**src/rtl/bcd_display_mux_if.sv**
```systemverilog
// Load handshake and display pin bundle for bcd_display_mux.
// The slave modport is the driver side; the master modport is the datapath/bench side.
interface bcd_display_mux_if #(
  parameter int N_DIGITS = 4
);
  logic [4*N_DIGITS-1:0] bcd_in;
  logic [N_DIGITS-1:0]   dp_in;
  logic                  load_valid;
  logic                  load_ready;
  logic                  lzb_en;
  logic [6:0]            seg;
  logic                  dp;
  logic [N_DIGITS-1:0]   an;
  logic                  frame_tick;

  modport master (
    output bcd_in, dp_in, load_valid, lzb_en,
    input  load_ready, seg, dp, an, frame_tick
  );

  modport slave (
    input  bcd_in, dp_in, load_valid, lzb_en,
    output load_ready, seg, dp, an, frame_tick
  );
endinterface

```
**src/rtl/bcd_display_mux.sv**
```systemverilog
// Time-multiplexed BCD to 7-segment driver with leading-zero blanking,
// decimal points, an anti-ghosting gap and frame-synchronous display updates.
module bcd_display_mux #(
  parameter int N_DIGITS    = 4,
  parameter int SCAN_DIV    = 1000,
  parameter int BLANK_CYC   = 2,
  parameter int SEG_ACT_LOW = 0,
  parameter int AN_ACT_LOW  = 0
) (
  input logic              clk,
  input logic              rst,
  bcd_display_mux_if.slave bus
);

  // state   | meaning
  // ST_RUN  | idle, load_ready=1, a load is captured into the shadow regs
  // ST_PEND | shadow holds a load waiting for the next frame boundary
  typedef enum logic {ST_RUN, ST_PEND} state_t;

  localparam int   PW      = (SCAN_DIV > 1) ? $clog2(SCAN_DIV) : 1;
  localparam int   IW      = $clog2(N_DIGITS);
  localparam logic SEG_INV = (SEG_ACT_LOW != 0);
  localparam logic AN_INV  = (AN_ACT_LOW != 0);

  state_t                state_q, state_d;
  logic [PW-1:0]         presc_q;
  logic [IW-1:0]         idx_q;
  logic [4*N_DIGITS-1:0] disp_q, shadow_q;
  logic [N_DIGITS-1:0]   disp_dp_q, shadow_dp_q;
  logic                  slot_end, boundary, capture, apply;
  logic [N_DIGITS-1:0]   hi_zero;
  logic [3:0]            cur_code;
  logic [6:0]            seg_nxt;
  logic [N_DIGITS-1:0]   an_nxt;

  assign slot_end = (presc_q == PW'(SCAN_DIV - 1));
  assign boundary = slot_end && (idx_q == IW'(N_DIGITS - 1));
  assign bus.load_ready = (state_q == ST_RUN);

  always_comb begin
    state_d = state_q;
    capture = 1'b0;
    apply   = 1'b0;
    case (state_q)
      ST_RUN: begin
        if (bus.load_valid) begin
          capture = 1'b1;
          state_d = ST_PEND;
        end
      end
      ST_PEND: begin
        if (boundary) begin
          apply   = 1'b1;
          state_d = ST_RUN;
        end
      end
      default: state_d = ST_RUN;
    endcase
  end

  // hi_zero[i]: every digit from the most significant down to i is zero
  always_comb begin
    hi_zero = '0;
    hi_zero[N_DIGITS-1] = (disp_q[4*N_DIGITS-1 -: 4] == 4'd0);
    for (int i = N_DIGITS - 2; i >= 0; i--)
      hi_zero[i] = hi_zero[i+1] && (disp_q[4*i +: 4] == 4'd0);
  end

  always_comb begin
    cur_code = disp_q[{idx_q, 2'b00} +: 4];
    case (cur_code)
      4'd0:    seg_nxt = 7'h7E;
      4'd1:    seg_nxt = 7'h30;
      4'd2:    seg_nxt = 7'h6D;
      4'd3:    seg_nxt = 7'h79;
      4'd4:    seg_nxt = 7'h33;
      4'd5:    seg_nxt = 7'h5B;
      4'd6:    seg_nxt = 7'h5F;
      4'd7:    seg_nxt = 7'h70;
      4'd8:    seg_nxt = 7'h7F;
      4'd9:    seg_nxt = 7'h7B;
      default: seg_nxt = 7'h00;
    endcase
    if (bus.lzb_en && (idx_q != '0) && hi_zero[idx_q])
      seg_nxt = 7'h00;
  end

  always_comb begin
    an_nxt = '0;
    if (presc_q >= PW'(BLANK_CYC))
      an_nxt[idx_q] = 1'b1;
  end

  always_ff @(posedge clk or posedge rst) begin
    if (rst) begin
      state_q        <= ST_RUN;
      presc_q        <= '0;
      idx_q          <= '0;
      disp_q         <= '0;
      shadow_q       <= '0;
      disp_dp_q      <= '0;
      shadow_dp_q    <= '0;
      bus.seg        <= {7{SEG_INV}};
      bus.dp         <= SEG_INV;
      bus.an         <= {N_DIGITS{AN_INV}};
      bus.frame_tick <= 1'b0;
    end else begin
      state_q <= state_d;
      if (slot_end) begin
        presc_q <= '0;
        idx_q   <= (idx_q == IW'(N_DIGITS - 1)) ? '0 : idx_q + IW'(1);
      end else begin
        presc_q <= presc_q + PW'(1);
      end
      if (capture) begin
        shadow_q    <= bus.bcd_in;
        shadow_dp_q <= bus.dp_in;
      end
      if (apply) begin
        disp_q    <= shadow_q;
        disp_dp_q <= shadow_dp_q;
      end
      bus.seg        <= seg_nxt ^ {7{SEG_INV}};
      bus.dp         <= disp_dp_q[idx_q] ^ SEG_INV;
      bus.an         <= an_nxt ^ {N_DIGITS{AN_INV}};
      bus.frame_tick <= boundary;
    end
  end

endmodule

```
**src/flat_wrapper.sv**
```systemverilog
// flat-port wrapper written by rule: the top's interface ports become plain ports
module bcd_display_mux_flat 
#(
  parameter int N_DIGITS    = 4,
  parameter int SCAN_DIV    = 1000,
  parameter int BLANK_CYC   = 2,
  parameter int SEG_ACT_LOW = 0,
  parameter int AN_ACT_LOW  = 0
)
  (clk, rst, bus_bcd_in, bus_dp_in, bus_load_valid, bus_lzb_en, bus_load_ready, bus_seg, bus_dp, bus_an, bus_frame_tick);
  bcd_display_mux_if #(.N_DIGITS(N_DIGITS)) bus_i ();
  input logic clk;
  input logic rst;
  input wire logic [$bits(bus_i.bcd_in)-1:0] bus_bcd_in;
  input wire logic [$bits(bus_i.dp_in)-1:0] bus_dp_in;
  input wire logic [$bits(bus_i.load_valid)-1:0] bus_load_valid;
  input wire logic [$bits(bus_i.lzb_en)-1:0] bus_lzb_en;
  output wire logic [$bits(bus_i.load_ready)-1:0] bus_load_ready;
  output wire logic [$bits(bus_i.seg)-1:0] bus_seg;
  output wire logic [$bits(bus_i.dp)-1:0] bus_dp;
  output wire logic [$bits(bus_i.an)-1:0] bus_an;
  output wire logic [$bits(bus_i.frame_tick)-1:0] bus_frame_tick;
  assign bus_i.bcd_in = bus_bcd_in;
  assign bus_i.dp_in = bus_dp_in;
  assign bus_i.load_valid = bus_load_valid;
  assign bus_i.lzb_en = bus_lzb_en;
  assign bus_load_ready = bus_i.load_ready;
  assign bus_seg = bus_i.seg;
  assign bus_dp = bus_i.dp;
  assign bus_an = bus_i.an;
  assign bus_frame_tick = bus_i.frame_tick;
  bcd_display_mux #(.N_DIGITS(N_DIGITS), .SCAN_DIV(SCAN_DIV), .BLANK_CYC(BLANK_CYC), .SEG_ACT_LOW(SEG_ACT_LOW), .AN_ACT_LOW(AN_ACT_LOW)) u_core (.clk(clk), .rst(rst), .bus(bus_i));
endmodule
```
**config.mk**
```make
export PLATFORM = sky130hd
export DESIGN_NAME = bcd_display_mux_flat
export DESIGN_NICKNAME = d
export VERILOG_FILES = /design/src/rtl/bcd_display_mux_if.sv /design/src/rtl/bcd_display_mux.sv /design/src/flat_wrapper.sv
export SDC_FILE = /design/constraint.sdc
export NUM_CORES = 1
export LEC_CHECK = 0
export BUFFER_PORTS_ARGS = -buffer_cell sky130_fd_sc_hd__buf_2
export CAP_MARGIN = 10
export CORE_ASPECT_RATIO = 0.75
export CORE_MARGIN = 3
export CORE_UTILIZATION = 55
export DETAILED_ROUTE_END_ITERATION = 7
export PLACE_DENSITY = 0.78
export SLEW_MARGIN = 5
export SYNTH_ARGS = -nofsm -noshare
export SYNTH_HDL_FRONTEND = slang
export SYNTH_SLANG_ARGS = --single-unit
export TNS_END_PERCENT = 10
```
**constraint.sdc**
```tcl
create_clock -name clk -period 2.6 [get_ports clk]
set_input_delay 0 -clock clk [delete_from_list [all_inputs] [get_ports clk]]
set_output_delay 0 -clock clk [all_outputs]
set_load 0.02 [all_outputs]
```
# ---- After elaboration in Yosys (flattened, before gate mapping)
# Memories as Yosys holds them, arrays and structs flattened.
# Index checks and enable logic that the tools add are counted.
dict set report totals {
  register_bits 66
  mem_bits_ro 112
  in_bits 24
  output_inout_bits 14
  elab_cells 49
  mem_count 1
}
dict set report op_classes {
  add_sub_neg 2
  magnitude_cmp 3
  eq_ne 2
  n_shift 1
  muxes 16
  n_bitwise 1
  n_reduce_logical 12
}
# name words word_bits rd rd_clocked_by_memory_dff write_ports line_no
set memory_table {}
lappend memory_table {{(no name shown)} 16 7 1 0 0 bcd_display_mux.sv:71} ;# case (cur_code)
# cell n
set ops {}
lappend ops {{logical NOT 4 bit} 4}
lappend ops {{variable part select 16 x 5 -> 4 bit} 1}
lappend ops {{adder 10 x 1 -> 10 bit (second input constant)} 1}
lappend ops {{== test 10 bit (second input constant)} 1}
lappend ops {{greater-or-equal comparator 10 x 2 -> 1 bit (second input constant)} 1}
lappend ops {{two-way mux 10 bit} 1}
lappend ops {{two-way mux 1 bit} 8}
lappend ops {{logical AND 1 bit} 7}
lappend ops {{two-way mux 7 bit} 1}
lappend ops {{binary-select mux 1 bit (select 2 bit)} 2}
lappend ops {{two-way mux 4 bit} 1}
lappend ops {{less-than comparator 2 x 3 -> 1 bit (second input constant)} 1}
lappend ops {{adder 2 x 1 -> 2 bit (second input constant)} 1}
lappend ops {{demux 1 bit (select 2 bit)} 1}
lappend ops {{== test 2 bit (second input constant)} 1}
lappend ops {{greater-or-equal comparator 2 x 1 -> 1 bit (second input constant)} 1}
lappend ops {{two-way mux 2 bit} 1}
lappend ops {{case mux 1 bit (2 select lines)} 1}
lappend ops {{nonzero test 2 bit} 1}
lappend ops {{inverter 1 bit} 1}

# ---- Logic depth before layout (Yosys ltp)
dict set report depth {
  ltp_word 8
  depth_mapped 8
  depth_no_buf 7
}

# ---- Least setup slack after synthesis
# Ideal clock, no wire load.
dict set report synth_path {
  kind {flip-flop to flip-flop}
  startpoint {register u_core.idx_q[0]}
  endpoint {register u_core.bus.seg[3]}
  setup_time_ns 0.154
  arrival_time_ns 1.681
  required_ns 2.446
  path_slack_ns 0.765
  stages_incl_launch_ff 9
  path_buffers 1
  period_less_slack_ns 1.835
  cell_sequence {dfrtp_1 buf_6 mux4_2 inv_1 ha_1 inv_1 o21ba_2 o21ai_0 a21oi_1}
}
dict set report synth_via {
  elab_chain_len 4
  elab_cells_between_ends 8
  cone_classes {1 x shift; 3 x mux; 3 x reduce/logical; 1 x memory}
}
# item line_no
set synth_lines {}
lappend synth_lines {{start: declaration} bcd_display_mux.sv:27} ;# logic [IW-1:0] idx_q;
lappend synth_lines {{start signal: assignment} bcd_display_mux.sv:111} ;# idx_q <= (idx_q == IW'(N_DIGITS - 1)) ? '0 : idx_q + IW'(1);
lappend synth_lines {{branches (longest 3 deep; another with memory read (16 x 7 bit))} --}
lappend synth_lines {{two-way mux 7 bit (*)} bcd_display_mux.sv:84} ;# if (bus.lzb_en && (idx_q != '0) && hi_zero[idx_q])
lappend synth_lines {{net u_core.seg_nxt[3]} bcd_display_mux.sv:33} ;# logic [6:0] seg_nxt;
lappend synth_lines {{end signal: assignment} bcd_display_mux.sv:103} ;# bus.seg <= {7{SEG_INV}};
lappend synth_lines {{end signal: assignment} bcd_display_mux.sv:123} ;# bus.seg <= seg_nxt ^ {7{SEG_INV}};
lappend synth_lines {{end: declaration} bcd_display_mux_if.sv:23} ;# output load_ready, seg, dp, an, frame_tick
# Mark *: on every way through the listed nets, which the timed path passes. The select of a mux whose other input is x is not followed.
# A chain may end at the register's enable or synchronous reset.

# ---- Final worst setup path
dict set report layout_path {
  startpoint {register u_core.presc_q[1]}
  endpoint {register u_core.disp_q[11]}
}
dict set report layout_via {
  elab_chain_len 4
}
# item line_no
set layout_lines {}
lappend layout_lines {{start: declaration} bcd_display_mux.sv:26} ;# logic [PW-1:0] presc_q;
lappend layout_lines {{start signal: assignment} bcd_display_mux.sv:113} ;# presc_q <= presc_q + PW'(1);
lappend layout_lines {{== test 10 bit} bcd_display_mux.sv:36} ;# assign slot_end = (presc_q == PW'(SCAN_DIV - 1));
lappend layout_lines {{logical AND 1 bit} bcd_display_mux.sv:37} ;# assign boundary = slot_end && (idx_q == IW'(N_DIGITS - 1));
lappend layout_lines {{two-way mux 1 bit} bcd_display_mux.sv:52} ;# if (boundary) begin
lappend layout_lines {{two-way mux 1 bit} bcd_display_mux.sv:44} ;# case (state_q)
lappend layout_lines {{end signal: assignment} bcd_display_mux.sv:120} ;# disp_q <= shadow_q;
lappend layout_lines {{end: declaration} bcd_display_mux.sv:28} ;# logic [4*N_DIGITS-1:0] disp_q, shadow_q;
# Every way passes these cells.

==> results.py <==
metrics = {
    "synth": {
        "netlist_top_cells_area": "dfrtp_1 56%, mux2_2 15%, ha_1 4.7%, mux4_2 3.1%, a21oi_1 1.7%",
        "synth_area_per_cell_um2": 13.3,
        "synth_top_area_share_pct": 56.3,
        "syn_area_um2": 2940,
        "netlist-cell-type-count": 38,
        "synthArstFlopShare_pct": 100,
        "synth_common_cells": "66 x dfrtp_1, 40 x mux2_2, 11 x ha_1, 11 x inv_1, 11 x nor2_1",
        "yosysTopAreaCell": "dfrtp_1",
        "synth_edf_count": 0,
        "ys.flop_type": "dfrtp_1",
        "yosysMostFrequentCell": "dfrtp_1",
        "ys_seq_elements": 66,
        "yosysSeqAreaShare_pct": 56.3,
        "synth_warnings": 0,
        "synth_cells": 221,
        "syn-num-nets": 256,
    },
    "cells_and_area": {
        "layout.area.seq_um2": 1650,
        "area_growth_pct": 23.1,
        "n_antenna_cell": 0,
        "fillers": 370,
        "drive_gt1_share_pct": 36.4,
        "multi_input_area_um2": 1180,
        "layout.nets": 323,
    },
    "clock_network": {
        "htree_num_levels": 3,
        "cts_tree": "done",
        "cts_buffers": 9,
        "ctsLongestPathBuffers": 2,
        "clkSinkCount": 66,
        "clock_latency_ns": 0.35,
        "cts_root_buf": "clkbuf_8",
        "clkTransAtPathRegs_ns": 0.06,
        "post_cts_buffers": 0,
        "cts_resized": 0,
    },
    "sta": {
        "finalHoldViolations": 0,
        "fmaxAchievable_mhz": 458,
        "fin_ws_ns": 0.415,
        "drv_slew": 0,
        "rsz0062_at_grt": "false",
        "fin_crit_sh_pct": 84.0,
        "setup_viol": 0,
        "worstMarginPinSlew_ns": 0.881,
        "skew_ns": 0.00835,
        "setup_tns_ns": 0,
        "slew_headroom_pct": 41.2,
        "layout_min_cycle_time_ns": 2.18,
    },
    "critical_path": {
        "required_ns": 2.83,
        "cp-end-kind": "register",
        "r2r_slack_ns": 0.42,
        "cp_max_fo": 21,
        "cp.arrival_ns": 2.42,
        "crit_type": "register to register",
        "reg2regPathDepth": 5,
        "cp-start-kind": "register",
    },
    "grt": {
        "antenna_found_initial": 0,
        "grt_overflow": 0,
        "grt_pass1_wl_um": 8950,
        "grt_pass1_vias": 1934,
        "track_usage_pct": 18.9,
        "grt_max_degree": 45,
    },
    "pwr": {
        "irDropWorstVdd_mv": 0.400,
        "p_leak_nw": 1.70,
        "power.density_nw_per_um2": 582,
        "power_mw": 2.10,
    },
    "placement": {
        "portBuffers": 37,
        "dp_slack_ns": 0.402,
        "hpwl_um": 3520,
        "gp_congestion": 0.857,
    },
    "route": {
        "dr.pass1.iters": 4,
        "post_drt_via_cell_ratio": 5.33,
        "vias": 1935,
        "drc": 0,
        "ant_nets": 0,
        "wirelength_um": 5200,
        "drt-wirelength-per-cell_um": 14.3,
        "drtIter0Drc": 78,
    },
    "floorplanning": {
        "die_w_um": 90.4,
        "rows": 22,
        "die_area_um2": 6260,
        "start_util_pct": 58.6,
        "die_y_um": 69.3,
        "core_um2": 5010,
        "io_pins": 38,
    },
    "min_path": {
        "min_path_cells": 5,
        "hold_path.class": "input pin to register",
    },
    "run_status": {
        "run_status": "finished, final reports clean",
    },
    "flow_run": {
        "maxCapViolCount": 0,
    },
}
[state kept, by name, indices dropped and copies added (netlist names), 2 cells and up]
| signal | flops |
|---|---|
| u_core.disp_q | 16 |
| u_core.shadow_q | 16 |
| u_core.presc_q | 10 |
| u_core.bus.seg | 7 |
| u_core.bus.an | 4 |
| u_core.disp_dp_q | 4 |
| u_core.shadow_dp_q | 4 |
| u_core.idx_q | 2 |
[logic make-up (layout without fill, tap and decap cells)]
kind of cell | count (synthesis) | in the layout | share of synthesized area (%)
xor+xnor | 4 | 4 | 1.19
buf+inv | 19 | 89 | 3.50
simple gates | 48 | 48 | 9.16
fa+ha+maj | 11 | 11 | 4.69
flops | 66 | 66 | 56.3
mux | 46 | 46 | 19.7
compound gates | 27 | 27 | 5.50
[area by class of cell]
| cell class | count | share of cell area (%) |
|---|---|---|
| clock inverters | 3 | 1.80 |
| well taps | 72 | 2.49 |
| clock buffers | 11 | 3.91 |
| flip-flops and latches | 66 | 45.7 |
| inverters | 11 | 1.14 |
| multi-input cells | 136 | 32.7 |
| repair buffers | 64 | 12.3 |
[cells in the final DEF, fill, tap and decap left out, types with 2 or more instances in the layout]
cell           netlist  layout
dfrtp_1             66      66
clkbuf_8             0      10
buf_2                1      37
buf_4                0       5
ha_1                11      11
xor2_1               2       2
and2_1               5       5
dlygate4sd3_1        0      22
bufinv_16            0       2
nand2_1             10      10
nor4_1               7       7
o21ai_0              9       9
nand3_1              4       4
mux4_2               4       4
or3_1                2       2
nor2_1              11      11
mux2_2              40      40
xnor2_1              2       2
a21oi_1             10      10
inv_1               11      10
[path summary, 6_finish.rpt]
path,startpoint,end
max,u_core.presc_q[1],u_core.disp_q[11]
max in group asynchronous,rst,u_core.disp_dp_q[3]
min in group asynchronous,rst,u_core.bus.seg[0]
min,bus_lzb_en,u_core.bus.seg[1]
min reg2reg,u_core.disp_dp_q[0],u_core.disp_dp_q[0]
max reg2reg,u_core.presc_q[1],u_core.disp_q[11]
[critical path, cell delays in order, from the launching register on]
cell and delay (ns):
dfrtp_1 0.41, ha_1 0.30, nand4bb_1 0.22, nor4_4 0.21
nand3_2 0.45, mux2_1 0.48
[per-stage QoR]
step           hold WS [ns]  util, %  instance area (um2)  instances
3_3_place_gp          0.222     63.6                 3190        327
2_1_floorplan         0.117        -                 2940        221
3_5_place_dp          0.234     63.6                 3190        327
4_1_cts               0.156     72.1                 3610        363
6_report              0.157     72.1                 3610        363
5_1_grt               0.168     72.1                 3610        363
[routing by layer]
| layer | track usage [%] | wire length [um] |
|---|---|---|
| met4 | 7.64 | 121 |
| met1 | 23.8 | 2310 |
| met2 | 28.5 | 2450 |
| met3 | 8.79 | 322 |
| met5 | 0 | 0 |
[report_power, final]
part	internal (mW)	total, mW	switching [mW]
Sequential	1.07	1.09	0.0215
Clock	0.553	0.912	0.358
Combinational	0.0647	0.102	0.0369
[repair_timing]
action                     in CTS  in global routing
hold endpoints to repair       63                  0
setup endpoints to repair       0                  0
hold buffers                   22                  0
Power figures use the tool's default switching activity.
